[src/rtl/rrp_otf_conv_if.sv]
// Handshake bundle between the online adder (master) and the on-the-fly converter (slave).
interface rrp_otf_conv_if #(
    parameter int unsigned RADIX = 4,
    parameter int unsigned WIDTH = 6
);
    localparam int unsigned LR = $clog2(RADIX);
    localparam int unsigned D  = LR + 1;
    localparam int unsigned M  = WIDTH + 1;
    localparam int unsigned IW = M * D;
    localparam int unsigned OW = M * LR + 1;

    logic [IW-1:0] in_word;
    logic          in_valid;
    logic          in_ready;
    logic [OW-1:0] out_result;
    logic          out_err;
    logic          out_valid;
    logic          out_ready;

    modport master (
        output in_word, in_valid, out_ready,
        input  in_ready, out_result, out_err, out_valid
    );

    modport slave (
        input  in_word, in_valid, out_ready,
        output in_ready, out_result, out_err, out_valid
    );
endinterface

[src/rtl/rrp_otf_conv.sv]
// MSD-first digit-serial on-the-fly converter: signed-digit word -> two's complement.
module rrp_otf_conv #(
    parameter int unsigned RADIX = 4,
    parameter int unsigned WIDTH = 6
) (
    input  logic          clk,
    input  logic          rst_n,
    rrp_otf_conv_if.slave bus
);
    localparam int unsigned LR = $clog2(RADIX);
    localparam int unsigned D  = LR + 1;
    localparam int unsigned M  = WIDTH + 1;
    localparam int unsigned IW = M * D;
    localparam int unsigned OW = M * LR + 1;
    localparam int unsigned KW = (M > 1) ? $clog2(M) : 1;
    localparam int          A  = int'(RADIX) - 1;

    typedef enum logic [1:0] {
        S_IDLE = 2'd0,
        S_CONV = 2'd1,
        S_DONE = 2'd2
    } state_t;

    state_t        r_state;
    state_t        w_state_nxt;
    logic          w_load;
    logic          w_step;

    logic [IW-1:0] r_word;
    logic [OW-1:0] r_q;
    logic [OW-1:0] r_qm;
    logic [KW-1:0] r_k;
    logic          r_err;
    logic          r_in_ready;
    logic          r_out_valid;

    logic [D-1:0]  w_d;
    int            w_d_int;
    logic [OW-1:0] w_d_ext;
    logic [OW-1:0] w_q_mul;
    logic [OW-1:0] w_qm_mul;
    logic [OW-1:0] w_q_nxt;
    logic [OW-1:0] w_qm_nxt;
    logic          w_bad;

    // State register
    always_ff @(posedge clk or negedge rst_n) begin
        if (!rst_n) begin
            r_state <= S_IDLE;
        end else begin
            r_state <= w_state_nxt;
        end
    end

    // Next-state logic: accept in IDLE, M conversion steps, hold result until taken
    always_comb begin
        w_state_nxt = r_state;
        case (r_state)
            S_IDLE:  if (bus.in_valid)  w_state_nxt = S_CONV;
            S_CONV:  if (r_k == '0)     w_state_nxt = S_DONE;
            S_DONE:  if (bus.out_ready) w_state_nxt = S_IDLE;
            default: w_state_nxt = S_IDLE;
        endcase
    end

    // Datapath controls decoded from the current state
    always_comb begin
        w_load = 1'b0;
        w_step = 1'b0;
        case (r_state)
            S_IDLE:  w_load = bus.in_valid;
            S_CONV:  w_step = 1'b1;
            default: begin
                w_load = 1'b0;
                w_step = 1'b0;
            end
        endcase
    end

    // One Q/QM recurrence step on the current most-significant captured digit
    always_comb begin
        w_d      = r_word[IW-1 -: D];
        w_d_int  = int'($signed(w_d));
        w_d_ext  = OW'($signed(w_d));
        w_q_mul  = r_q  * OW'(RADIX);
        w_qm_mul = r_qm * OW'(RADIX);
        w_bad    = (w_d_int > A) || (w_d_int < -A);
        if (!w_d[D-1]) begin
            w_q_nxt = w_q_mul + w_d_ext;
        end else begin
            w_q_nxt = w_qm_mul + OW'(RADIX) + w_d_ext;
        end
        if (!w_d[D-1] && (w_d != '0)) begin
            w_qm_nxt = w_q_mul + w_d_ext - OW'(1);
        end else begin
            w_qm_nxt = w_qm_mul + OW'(RADIX - 1) + w_d_ext;
        end
    end

    // Capture, digit shift, conversion registers, digit counter and error flag
    always_ff @(posedge clk or negedge rst_n) begin
        if (!rst_n) begin
            r_word <= '0;
            r_q    <= '0;
            r_qm   <= '1;
            r_k    <= '0;
            r_err  <= 1'b0;
        end else if (w_load) begin
            r_word <= bus.in_word;
            r_q    <= '0;
            r_qm   <= '1;
            r_k    <= KW'(M - 1);
            r_err  <= 1'b0;
        end else if (w_step) begin
            r_word <= {r_word[IW-D-1:0], D'(0)};
            r_q    <= w_q_nxt;
            r_qm   <= w_qm_nxt;
            r_err  <= r_err | w_bad;
            if (r_k != '0) begin
                r_k <= r_k - KW'(1);
            end
        end
    end

    // Handshake flags registered from the next state so they track the FSM exactly
    always_ff @(posedge clk or negedge rst_n) begin
        if (!rst_n) begin
            r_in_ready  <= 1'b1;
            r_out_valid <= 1'b0;
        end else begin
            r_in_ready  <= (w_state_nxt == S_IDLE);
            r_out_valid <= (w_state_nxt == S_DONE);
        end
    end

    assign bus.in_ready   = r_in_ready;
    assign bus.out_valid  = r_out_valid;
    assign bus.out_result = r_q;
    assign bus.out_err    = r_err;
endmodule

[src/flat_wrapper.sv]
// flat-port wrapper written by rule: the top's interface ports become plain ports
module rrp_otf_conv_flat 
#(
    parameter int unsigned RADIX = 4,
    parameter int unsigned WIDTH = 6
)
  (clk, rst_n, bus_in_word, bus_in_valid, bus_out_ready, bus_in_ready, bus_out_result, bus_out_err, bus_out_valid);
  rrp_otf_conv_if #(.RADIX(RADIX), .WIDTH(WIDTH)) bus_i ();
  input  logic clk;
  input  logic rst_n;
  input wire logic [$bits(bus_i.in_word)-1:0] bus_in_word;
  input wire logic [$bits(bus_i.in_valid)-1:0] bus_in_valid;
  input wire logic [$bits(bus_i.out_ready)-1:0] bus_out_ready;
  output wire logic [$bits(bus_i.in_ready)-1:0] bus_in_ready;
  output wire logic [$bits(bus_i.out_result)-1:0] bus_out_result;
  output wire logic [$bits(bus_i.out_err)-1:0] bus_out_err;
  output wire logic [$bits(bus_i.out_valid)-1:0] bus_out_valid;
  assign bus_i.in_word = bus_in_word;
  assign bus_i.in_valid = bus_in_valid;
  assign bus_i.out_ready = bus_out_ready;
  assign bus_in_ready = bus_i.in_ready;
  assign bus_out_result = bus_i.out_result;
  assign bus_out_err = bus_i.out_err;
  assign bus_out_valid = bus_i.out_valid;
  rrp_otf_conv #(.RADIX(RADIX), .WIDTH(WIDTH)) u_core (.clk(clk), .rst_n(rst_n), .bus(bus_i));
endmodule
[config.mk]
export PLATFORM = sky130hd
export DESIGN_NAME = rrp_otf_conv_flat
export DESIGN_NICKNAME = d
export VERILOG_FILES = /design/src/rtl/rrp_otf_conv_if.sv /design/src/rtl/rrp_otf_conv.sv /design/src/flat_wrapper.sv
export SDC_FILE = /design/constraint.sdc
export NUM_CORES = 1
export LEC_CHECK = 0
export ABC_AREA = 1
export CAP_MARGIN = 20
export CELL_PAD_IN_SITES_DETAIL_PLACEMENT = 0
export CELL_PAD_IN_SITES_GLOBAL_PLACEMENT = 1
export CORE_ASPECT_RATIO = 0.75
export CORE_MARGIN = 3
export CORE_UTILIZATION = 43
export CTS_BUF_LIST = sky130_fd_sc_hd__clkbuf_8 sky130_fd_sc_hd__clkbuf_16
export DETAILED_ROUTE_END_ITERATION = 16
export GPL_TIMING_DRIVEN = 0
export PLACE_DENSITY = 0.89
export SLEW_MARGIN = 20
export SYNTH_ARGS = -nofsm -noshare
export SYNTH_HDL_FRONTEND = slang
export SYNTH_SLANG_ARGS = --single-unit
[constraint.sdc]
create_clock -name clk -period 4.4 [get_ports clk]
set_input_delay 0.66 -clock clk [delete_from_list [all_inputs] [get_ports clk]]
set_output_delay 0.66 -clock clk [all_outputs]
set_load 0.05 [all_outputs]
==> key figures <==
Synth
  – Main area contributors after synthesis: dfrtp_1 (23%), nand2_1 (12%), ha_1 (11%)
  – Top flip-flop cell by instance count after synthesis: dfrtp_1
  – Average cell area after synthesis: ~7.6 sq um
  – Dominant cell type by area after synthesis: dfrtp_1
  – Flop and latch count out of synthesis: 57
  – Proportion of register bits with asynchronous set or reset after synthesis: 100%
  – Netlist Area Pre-Place: 4670 sq um
  – Number of different library cells in the post-synthesis netlist: 46
  – Synthesized instance count: 614
  – Sequential fraction of the synthesis area: 30.9%
  – Number of enable flip-flop cells after synthesis: 0
  – Synthesis Warnings: 0
  – Total nets after synthesis: 691
  – Portion of synthesized cell area occupied by the leading cell type: 23.1%

Setup path
  – Crit path max fanout: 18
  – Launch point of the worst path: u_core.r_word[20]$_DFFE_PN0P_
  – Critical path launch point type: flip-flop
  – Crit path kind: reg -> reg
  – Kind of end point of the critical path: flip-flop
  – CP required: 4.60 ns
  – Arrival time reported for the critical path endpoint: 3.46 ns
  – Reg-to-Reg Start: u_core.r_word[20]$_DFFE_PN0P_

Drt
  – Remaining number of nets flagged by the antenna check after routing: 0
  – Routed via count divided by cell count: 5.26
  – Via Count: 4261
  – Count of routing violations after the opening detailed-route iteration: between 200 and 300
  – DRC viols: 0
  – Sum of routed wire length over all layers: 12400 um
  – Number of iterations in the first detailed-routing pass: 5
  – Average detailed-routed wire length per instance: ~15 um

Clock tree
  – Number of buffers created by CTS: 9
  – Clock transition at the registers of the reported paths: 0.06 ns
  – Clock root buffer: clkbuf_16
  – Cts hold-fix bufs: 0
  – Cts repair resizes: 0
  – Sink count of the clock tree: 57
  – Post-CTS setup-driven buffer insertion count: 0
  – TritonCTS clock tree: yes
  – Clock latency on the worst-skew pair: ~0.33 ns
  – Clock Path Buffers: 2
  – # H-tree levels: 3

Floorplan
  – Die ar.: 12100 sq um
  – Io pins: 43
  – Core ar.: around 10000 sq um
  – Horiz. Die Dim: between 100 and 150 um
  – Initial Utilization: 44.6%
  – Die extent in y: 96.2 um
  – Cell row count: 32

Place
  – Buffers added on ports: 42
  – Total cell area at the placement stage: 5300 sq um
  – Placement Setup Slack: 1.19 ns
  – RePlAce Congestion: between 0.8 and 0.9
  – Half-perimeter wire length after detailed placement: roughly 9400 um

Global route
  – Global-route wire length before repair: 21100 um
  – Total global routing overflow: 0
  – Via count of the first global-routing pass: 4355
  – Largest net degree at the start of global routing: 38
  – Overall Global Routing Usage: 21.8%
  – Antenna violations before repair: 0

Final layout
  – Post-route design area: roughly 5600 sq um
  – Ant diodes: 0
  – Commonest non-fill, non-tap cell in the layout: nand2_1
  – Commonest non-fill, non-tap cells in the layout: nand2_1 (152), inv_1 (85), ha_1 (42), dfrtp_1 (42)
  – Number of nets in the final layout: around 750
  – Fraction of layout cells with a size suffix above 1: 10.8%
  – P&R area growth vs syn: 21.1%
  – Count of filler cells inserted in the layout: 1002

Timing
  – Clock tree skew after final layout: between 0.01 and 0.015 ns
  – Min cycle time layout: 3.26 ns
  – Highest clock frequency the design can meet: 0.307 GHz
  – Normalized max-slew margin: between 50% and 60%
  – Total negative setup slack: 0 ns
  – Final Hold Fails: 0
  – Final worst-path cycle share: 74.1%
  – Final count of pins violating max slew: 0
  – Worst-margin pin slew: about 0.67 ns
  – RSZ-0062 raised after global routing: false
  – Final Worst Setup Slack: 1.14 ns
  – Endpoints failing setup: 0

Flow run
  – Number of max-capacitance violations reported: 0

Worst hold path
  – Type of the most critical hold path: in -> async

Status
  – Outcome: complete, no violations
worst max-delay path: stages (launching register included):
cell	delay (ns)
dfrtp_2	0.57
inv_1	0.27
clkbuf_1	0.55
ha_1	0.26
inv_1	0.04
ha_1	0.19
inv_1	0.07
fa_1	0.21
inv_1	0.08
a21oi_1	0.22
nor2_1	0.07
nor2_1	0.12
xor2_1	0.22
nand2_1	0.08
o211ai_1	0.10
nand2_1	0.06
final cells by class:
class / instances / area (sq um) / area share [%]
Timing Repair Buffer: 44 / 465 / 8.24
Buffer: 14 / 67.6 / 1.20
Inverter: 89 / 334 / 5.91
Multi-Input combinational cell: 454 / 2820 / 49.9
Tap cell: 136 / 170 / 3.01
Sequential cell: 57 / 1450 / 25.6
Clock buffer: 10 / 239 / 4.23
Clock inverter: 6 / 106 / 1.88
logic make-up after synthesis:
logic type | synth area share (%)
buf+inv | 8.61
flops | 30.9
fa+ha+maj | 15.6
xor+xnor | 3.38
compound gates | 15.2
simple gates | 26.3
worst paths after layout:
path	to	slack [ns]	cells past startpoint
max	u_core.bus.out_result[11]$_DFFE_PN0P_	1.14	15
min	u_core.r_word[1]$_DFFE_PN0P_	0.22	1
max reg2reg	u_core.bus.out_result[11]$_DFFE_PN0P_	1.14	15
min reg2reg	u_core.bus.out_result[13]$_DFFE_PN0P_	0.48	2
max in group asynchronous	u_core.r_qm[1]$_DFFE_PN1P_	3.63	2
min in group clk	u_core.bus.out_result[13]$_DFFE_PN0P_	0.48	2
cell usage after synthesis, drive strengths merged, types with 7 or more instances:
cell type,n
a21oi,32
clkbuf,9
dfrtp,43
dfstp,14
fa,10
ha,42
inv,88
nand2,163
nand3,38
nand4,7
nor2,44
nor3,7
o21ai,38
o221ai,19
or2,9
xor2,14
per-layer routing:
metal / track usage, % / vias up / routed length [um]
li1: - / 2150 / -
met1: 30.1 / 1995 / 6120
met2: 35.3 / 105 / 5450
met3: 4.49 / 11 / 653
met4: 5.80 / 0 / 129
met5: 0 / - / 0
sequential cells by signal, indices dropped and copies added, names as in the netlist:
| name | cells |
|---|---|
| u_core.bus.out_result | 15 |
| u_core.bus.in_ready | 1 |
| u_core.bus.out_err | 1 |
| u_core.r_state | 2 |
| u_core.r_qm | 13 |
| u_core.bus.out_valid | 1 |
| u_core.r_word | 21 |
| u_core.r_k | 3 |
per-stage QoR:
step | std cells | hold WS, ns | util, %
2_1_floorplan | 614 | 0.364 | -
3_3_place_gp | 792 | 0.466 | 50.3
3_5_place_dp | 794 | 0.471 | 50.7
4_1_cts | 810 | 0.227 | 54.0
5_1_grt | 810 | 0.236 | 54.0
6_report | 810 | 0.216 | 54.0
Power is left out: the tool's default activity adds up to more than one toggle a clock period on the data nets, which glitch-free logic cannot reach.
